==> src/rtl/flash_boot_loader.sv <==
// Purpose: boot sequencer; reads a 4-word image header from flash, copies N payload words to SRAM, then raises start.
// Latency: go to first fl_req is 1 cycle; header is 8 cycles, check 1, each payload word 4 cycles with zero-wait acks.
// Backpressure: req/ack on both ports; req holds with stable addr/data until ack, unbounded wait, >=1 idle cycle between reqs.
//
// Ports:
//   sys_clk, sys_rst          clock, synchronous active-low reset
//   go                        level boot trigger, only looked at in IDLE
//   fl_req/fl_addr/fl_ack/fl_rdata          flash word read port
//   sr_req/sr_addr/sr_wdata/sr_ack          SRAM word write port
//   busy, start, err, words_done            status (start and err are sticky until reset)
module flash_boot_loader #(
    parameter int FLASH_AW   = 25,
    parameter int SRAM_AW    = 22,
    parameter int HDR_BASE   = 0,
    parameter int FLASH_STEP = 1
) (
    input  logic                sys_clk,
    input  logic                sys_rst,
    input  logic                go,
    output logic                fl_req,
    output logic [FLASH_AW-1:0] fl_addr,
    input  logic                fl_ack,
    input  logic [31:0]         fl_rdata,
    output logic                sr_req,
    output logic [SRAM_AW-1:0]  sr_addr,
    output logic [31:0]         sr_wdata,
    input  logic                sr_ack,
    output logic                busy,
    output logic                start,
    output logic                err,
    output logic [31:0]         words_done
);

    typedef enum logic [2:0] {IDLE, HDR, CHK, RD, WR, DONE, ERR} state_t;

    // A count of exactly 2^SRAM_AW fills the whole SRAM and is still accepted.
    localparam logic [32:0] N_LIMIT = 33'd1 << SRAM_AW;

    state_t              state, state_nx;
    logic                fl_req_nx, sr_req_nx, busy_nx, start_nx, err_nx;
    logic [FLASH_AW-1:0] fl_addr_nx;
    logic [SRAM_AW-1:0]  sr_addr_nx;
    logic [31:0]         sr_wdata_nx, words_done_nx;
    logic [2:0]          hdr_cnt, hdr_cnt_nx;
    logic [SRAM_AW-1:0]  dest, dest_nx;
    logic [31:0]         n_words, n_words_nx;
    logic                rsv_bad, rsv_bad_nx;

    always_ff @(posedge sys_clk) begin
        if (!sys_rst) begin
            state      <= IDLE;
            fl_req     <= 1'b0;
            fl_addr    <= '0;
            sr_req     <= 1'b0;
            sr_addr    <= '0;
            sr_wdata   <= '0;
            busy       <= 1'b0;
            start      <= 1'b0;
            err        <= 1'b0;
            words_done <= '0;
            hdr_cnt    <= '0;
            dest       <= '0;
            n_words    <= '0;
            rsv_bad    <= 1'b0;
        end else begin
            state      <= state_nx;
            fl_req     <= fl_req_nx;
            fl_addr    <= fl_addr_nx;
            sr_req     <= sr_req_nx;
            sr_addr    <= sr_addr_nx;
            sr_wdata   <= sr_wdata_nx;
            busy       <= busy_nx;
            start      <= start_nx;
            err        <= err_nx;
            words_done <= words_done_nx;
            hdr_cnt    <= hdr_cnt_nx;
            dest       <= dest_nx;
            n_words    <= n_words_nx;
            rsv_bad    <= rsv_bad_nx;
        end
    end

    // Every register is computed here as a next value so that req lines stay
    // registered. Inside HDR/RD/WR a low req means "idle cycle after the last
    // completion": that is where the next request is raised.
    always_comb begin
        state_nx      = state;
        fl_req_nx     = fl_req;
        fl_addr_nx    = fl_addr;
        sr_req_nx     = sr_req;
        sr_addr_nx    = sr_addr;
        sr_wdata_nx   = sr_wdata;
        busy_nx       = busy;
        start_nx      = start;
        err_nx        = err;
        words_done_nx = words_done;
        hdr_cnt_nx    = hdr_cnt;
        dest_nx       = dest;
        n_words_nx    = n_words;
        rsv_bad_nx    = rsv_bad;

        case (state)
            IDLE: begin
                if (go) begin
                    state_nx      = HDR;
                    fl_req_nx     = 1'b1;
                    fl_addr_nx    = FLASH_AW'(HDR_BASE);
                    busy_nx       = 1'b1;
                    hdr_cnt_nx    = '0;
                    rsv_bad_nx    = 1'b0;
                    words_done_nx = '0;
                end
            end

            HDR: begin
                if (fl_req) begin
                    if (fl_ack) begin
                        fl_req_nx  = 1'b0;
                        // fl_addr walks on through the header into the payload.
                        fl_addr_nx = fl_addr + FLASH_AW'(FLASH_STEP);
                        hdr_cnt_nx = hdr_cnt + 3'd1;
                        case (hdr_cnt)
                            3'd0:    dest_nx    = fl_rdata[SRAM_AW-1:0];
                            3'd1:    n_words_nx = fl_rdata;
                            default: if (fl_rdata != 32'd0) rsv_bad_nx = 1'b1;
                        endcase
                    end
                end else if (hdr_cnt == 3'd4) begin
                    state_nx = CHK;
                end else begin
                    fl_req_nx = 1'b1;
                end
            end

            CHK: begin
                sr_addr_nx = dest;
                if (rsv_bad || ({1'b0, n_words} > N_LIMIT)) begin
                    state_nx = ERR;
                    err_nx   = 1'b1;
                    busy_nx  = 1'b0;
                end else if (n_words == 32'd0) begin
                    state_nx = DONE;
                    start_nx = 1'b1;
                    busy_nx  = 1'b0;
                end else begin
                    state_nx = RD;
                end
            end

            RD: begin
                if (fl_req) begin
                    if (fl_ack) begin
                        fl_req_nx   = 1'b0;
                        fl_addr_nx  = fl_addr + FLASH_AW'(FLASH_STEP);
                        sr_wdata_nx = fl_rdata;
                        state_nx    = WR;
                    end
                end else begin
                    fl_req_nx = 1'b1;
                end
            end

            WR: begin
                if (sr_req) begin
                    if (sr_ack) begin
                        sr_req_nx     = 1'b0;
                        sr_addr_nx    = sr_addr + SRAM_AW'(1);  // wraps mod 2^SRAM_AW
                        words_done_nx = words_done + 32'd1;
                        if (words_done + 32'd1 == n_words) begin
                            state_nx = DONE;
                            start_nx = 1'b1;
                            busy_nx  = 1'b0;
                        end else begin
                            state_nx = RD;
                        end
                    end
                end else begin
                    sr_req_nx = 1'b1;
                end
            end

            default: ;  // DONE and ERR hold until reset
        endcase
    end

endmodule

==> config.mk <==
export PLATFORM = sky130hd
export DESIGN_NAME = flash_boot_loader
export DESIGN_NICKNAME = d
export VERILOG_FILES = /design/src/rtl/flash_boot_loader.sv
export SDC_FILE = /design/constraint.sdc
export NUM_CORES = 1
export LEC_CHECK = 0
export ABC_AREA = 1
export BUFFER_PORTS_ARGS = -buffer_cell sky130_fd_sc_hd__buf_4
export CORE_AREA = 2 2 227 173
export DETAILED_ROUTE_END_ITERATION = 8
export DIE_AREA = 0 0 229 175
export GPL_ROUTABILITY_DRIVEN = 0
export GPL_TIMING_DRIVEN = 1
export PLACE_DENSITY = 0.54
export REMOVE_ABC_BUFFERS = 1
export SYNTH_ARGS = -nofsm -noshare
export SYNTH_HDL_FRONTEND = slang
export SYNTH_SLANG_ARGS = --single-unit
==> constraint.sdc <==
create_clock -name sys_clk -period 5.5 [get_ports sys_clk]
set_input_delay 0.275 -clock sys_clk [delete_from_list [all_inputs] [get_ports sys_clk]]
set_output_delay 0.275 -clock sys_clk [all_outputs]
set_load 0.03 [all_outputs]
==> run summary <==
OUTCOME
-------------------------------------------------------------------------------
Run status                                                         complete, no violations

CRITICAL PATH
-------------------------------------------------------------------------------
WP depth                                                                     12
Slowest stage cell on the critical path                                  nor2_4
Critical Path AT                                                        3740 ps
Register-to-Register Setup Slack                                        2150 ps
Critical Path RT                                                        5890 ps
Critical Path Source                                               state[1]$_SDFFE_PN0P_
Worst Path Max Fanout                                                        32
Max stage delay on crit path                                             780 ps
Largest delay share family, worst path                             simple AND/OR/NAND/NOR gates
Capturing point of the worst reg2reg path                          words_done[5]$_SDFFE_PN0P_
Critical Path, Cell by Cell                                        inv_2 > nand2_2 > nor2_1 > buf_4 > o21ai_0 > nand2_1 > nor2_1 > inv_1 > buf_4 > nor2_4 > nand3_1 > a21oi_1
Capturing instance or port of the critical path                    words_done[5]$_SDFFE_PN0P_
Element type at the critical path start                               flip-flop
Start of the worst register-to-register path                       state[1]$_SDFFE_PN0P_
Buf/Inv on CP                                                                 4
Kind of end point of the critical path                                flip-flop
Logic depth of the worst register-to-register path                           12
Class of the most critical setup path                              flip-flop to flip-flop

POWER
-------------------------------------------------------------------------------
Leakage Power                                                           4.86 nW
PD cells                                                            296 nW/um^2
Worst vdd ir                                                           0.194 mV
Internal power                                                          2.22 mW
Switching fraction of total power                                         0.356
Share of total power in combinational logic                               0.224
Seq pwr share                                                             0.414
Clock share of power                                                      0.362
Net switching component of the power                                    1.23 mW

CLOCKING
-------------------------------------------------------------------------------
Longest Clk Path Bufs                                                         2
Hold buffers post-CTS                                                         0
TritonCTS clock tree                                                      built
Total number of clock tree sinks                                            177
Reg clk slew, reported paths                                              70 ps
H-tree level count                                                            4
Clock insertion delay at the later pin of the skew report                460 ps
Buffers inserted by post-CTS timing repair                                    0
Number of CTS-inserted buffers                                               17
Post-CTS sizing                                                               0
Clock root buffer                                                     clkbuf_16

ROUTING
-------------------------------------------------------------------------------
Wire per inst                                                           15.8 um
Number of remaining DRC errors                                                0
WL met1                                                               16,800 um
Detail Route Antenna Nets                                                     0
Met2 Routed Length                                                    13,900 um
Total wire length                                                     33,300 um
Total vias in the final route                                             9,917
Met3 wire length                                                        2300 um
Vias per Instance                                                          4.69
Highest routed metal layer                                                 met5
DRC violation total after the first TritonRoute iteration                   857
DRT Pass-1 Iters                                                              5

GLOBAL ROUTING
-------------------------------------------------------------------------------
First-pass GRT wire length                                            52,000 um
Maximum number of pins on one net before global-route repair                 67
Via count of the first global-routing pass                                9,183
Gr usage total                                                            0.166
Antenna violations before repair                                              2
Overflow left after global routing                                            0

TIMING
-------------------------------------------------------------------------------
Count of pins over their slew limit                                           0
Final hold viol count                                                         0
Final clock period utilization by the worst path                          0.609
Actual slew at the worst max-slew pin                                   1170 ps
Total of endpoints with negative setup slack in the final report              0
Worst Clk Skew                                                          16.4 ps
Sum of negative setup slack                                                0 ps
Worst slew slack as a fraction of its limit                               0.218
Post-Route Hold Slack                                                   79.6 ps
Top achievable clock speed                                            0.299 GHz
RSZ-0062 raised after global routing                                         no
Clock period minus final worst setup slack                              3350 ps

WORST HOLD PATH
-------------------------------------------------------------------------------
Type of the worst min-delay path                                   input port to flip-flop
Hold Path Depth                                                               3

SYNTHESIS
-------------------------------------------------------------------------------
Synth unique cells                                                           39
Most instantiated flip-flop cell in the synthesis netlist               dfxtp_1
Fraction of registers with async set or reset after synthesis                 0
Post-synthesis cell area                                              9390 um^2
Yosys warning count                                                           0
Post-synthesis cell count                                                 1,457
Top cells by area in the synthesized netlist                       dfxtp_1, nand2_1, a21oi_1, inv_1, o21ai_0
Average instance area after synthesis                                 6.45 um^2
Register area share after synthesis                                       0.377
Area fraction of the dominant cell type after synthesis                   0.377
Number of synthesized flops with an enable pin                                0
Largest area contributor in the synthesized netlist                     dfxtp_1
Count of state elements after synthesis                                     177

PLACED DESIGN
-------------------------------------------------------------------------------
Port Buf Inserts                                                            152
Detailed placer's ending HPWL                                         25,100 um
Number of placed cells counting well taps                                 2,081
Placed inst area                                                    11,100 um^2

FLOORPLAN
-------------------------------------------------------------------------------
Core footprint                                                      37,900 um^2
Area of the die                                                     40,100 um^2
Count of standard-cell rows                                                  62
Top-Level Pins                                                              153
DIE WIDTH                                                                229 um
Height of the chip                                                       175 um
Effective utilization at floorplan                                        0.248

LAYOUT
-------------------------------------------------------------------------------
Post-layout nets                                                          1,631
Multi-input gate area                                                 5000 um^2
FILL cells                                                                4,247
Fraction of final layout cells sized beyond drive strength 1              0.142
Diode count                                                                   0
Non-Filler Instances                                                      2,113
Final instance area                                                 11,600 um^2
Sequential cell area                                                  3540 um^2
Growth of design area from synthesis to finish                            23.9%

RUN
-------------------------------------------------------------------------------
Max cap viols                                                                 0

==> power by group through the flow <==
stage               Combinational (mW)  Clock [mW]  Sequential (mW)
detailed placement               0.772           0             1.46
global placement                 0.766           0             1.46
global route                     0.854        1.34             1.44
finish                           0.772        1.25             1.43
CTS                              0.774        1.28             1.43
floorplan                        0.381           0             1.52
==> cell type report <==
class | count | share of cell area
inverters | 180 | 0.0580
repair buffers | 160 | 0.103
multi-input cells | 1052 | 0.430
clock buffers | 18 | 0.0369
flip-flops and latches | 177 | 0.304
clock inverters | 14 | 0.0127
well taps | 512 | 0.0550
==> Yosys cell counts, drive strengths merged, types with 4 or more instances <==
| cell | number |
|---|---|
| nor4 | 13 |
| nor3 | 14 |
| xnor2 | 4 |
| clkbuf | 44 |
| dfxtp | 177 |
| inv | 178 |
| a221oi | 4 |
| nand4 | 21 |
| a21oi | 155 |
| ha | 6 |
| nand3 | 126 |
| buf | 4 |
| o21ai | 133 |
| nor2 | 179 |
| xor2 | 9 |
| nand2 | 360 |
| a211oi | 5 |
==> kinds of logic (layout without fill, tap and decap cells) <==
| group | count (synthesis) | in the layout | share of synthesized area |
|---|---|---|---|
| adder cells (fa/ha/maj) | 6 | 6 | 0.00799 |
| AND/OR/NAND/NOR | 721 | 721 | 0.337 |
| AO/OA/AOI/OAI | 312 | 312 | 0.174 |
| XOR/XNOR | 13 | 13 | 0.0121 |
| flip-flops | 177 | 177 | 0.377 |
| buffers and inverters | 228 | 372 | 0.0917 |
==> routing by layer <==
layer,vias up,GRT usage
met5,-,0
met4,4,0.0287
met3,19,0.0401
met2,278,0.249
met1,4594,0.242
li1,5022,-
==> worst min-delay path by stage <==
stage | startpoint | to | slack (ps)
detailed placement | dest[1]$_SDFFE_PN0P_ | dest[1]$_SDFFE_PN0P_ | 440
global placement | dest[18]$_SDFFE_PN0P_ | dest[18]$_SDFFE_PN0P_ | 440
CTS | fl_rdata[25] | sr_wdata[25]$_SDFFE_PN0P_ | 50
global route | fl_rdata[5] | sr_wdata[5]$_SDFFE_PN0P_ | 80
floorplan | fl_rdata[0] | sr_wdata[0]$_SDFFE_PN0P_ | 410
finish | fl_rdata[24] | sr_wdata[24]$_SDFFE_PN0P_ | 80
==> cell usage in the layout, fill, tap and decap left out, types with 5 or more instances in the layout <==
| master | instances |
|---|---|
| nand3_1 | 125 |
| buf_4 | 160 |
| inv_6 | 5 |
| a21oi_1 | 155 |
| nor2_1 | 162 |
| nor4_1 | 12 |
| nand4_1 | 21 |
| nor2_2 | 7 |
| nor3_1 | 13 |
| nand2_1 | 350 |
| nor2_4 | 7 |
| inv_1 | 174 |
| nand2_2 | 6 |
| dfxtp_1 | 177 |
| clkbuf_16 | 17 |
| xor2_1 | 9 |
| ha_1 | 6 |
| a211oi_1 | 5 |
| o21ai_0 | 130 |
==> registers in the layout, indices dropped and copies added (netlist names), 3 cells and up <==
| signal | cells |
|---|---|
| dest | 22 |
| fl_addr | 25 |
| hdr_cnt | 3 |
| n_words | 32 |
| sr_addr | 22 |
| sr_wdata | 32 |
| state | 3 |
| words_done | 32 |
==> tightest hold or removal path: stages <==
cell and delay, ps:
buf_4 100, nor2_1 40, nor2_1 80
==> metrics by stage <==
stage	power, mW	setup slack, ps	utilization
2_1_floorplan	1.90	2610	-
3_3_place_gp	2.22	2210	0.292
3_5_place_dp	2.23	2240	0.292
4_1_cts	3.49	2240	0.307
5_1_grt	3.63	1960	0.307
6_report	3.45	2150	0.307
(Power assumes the default switching activity.)
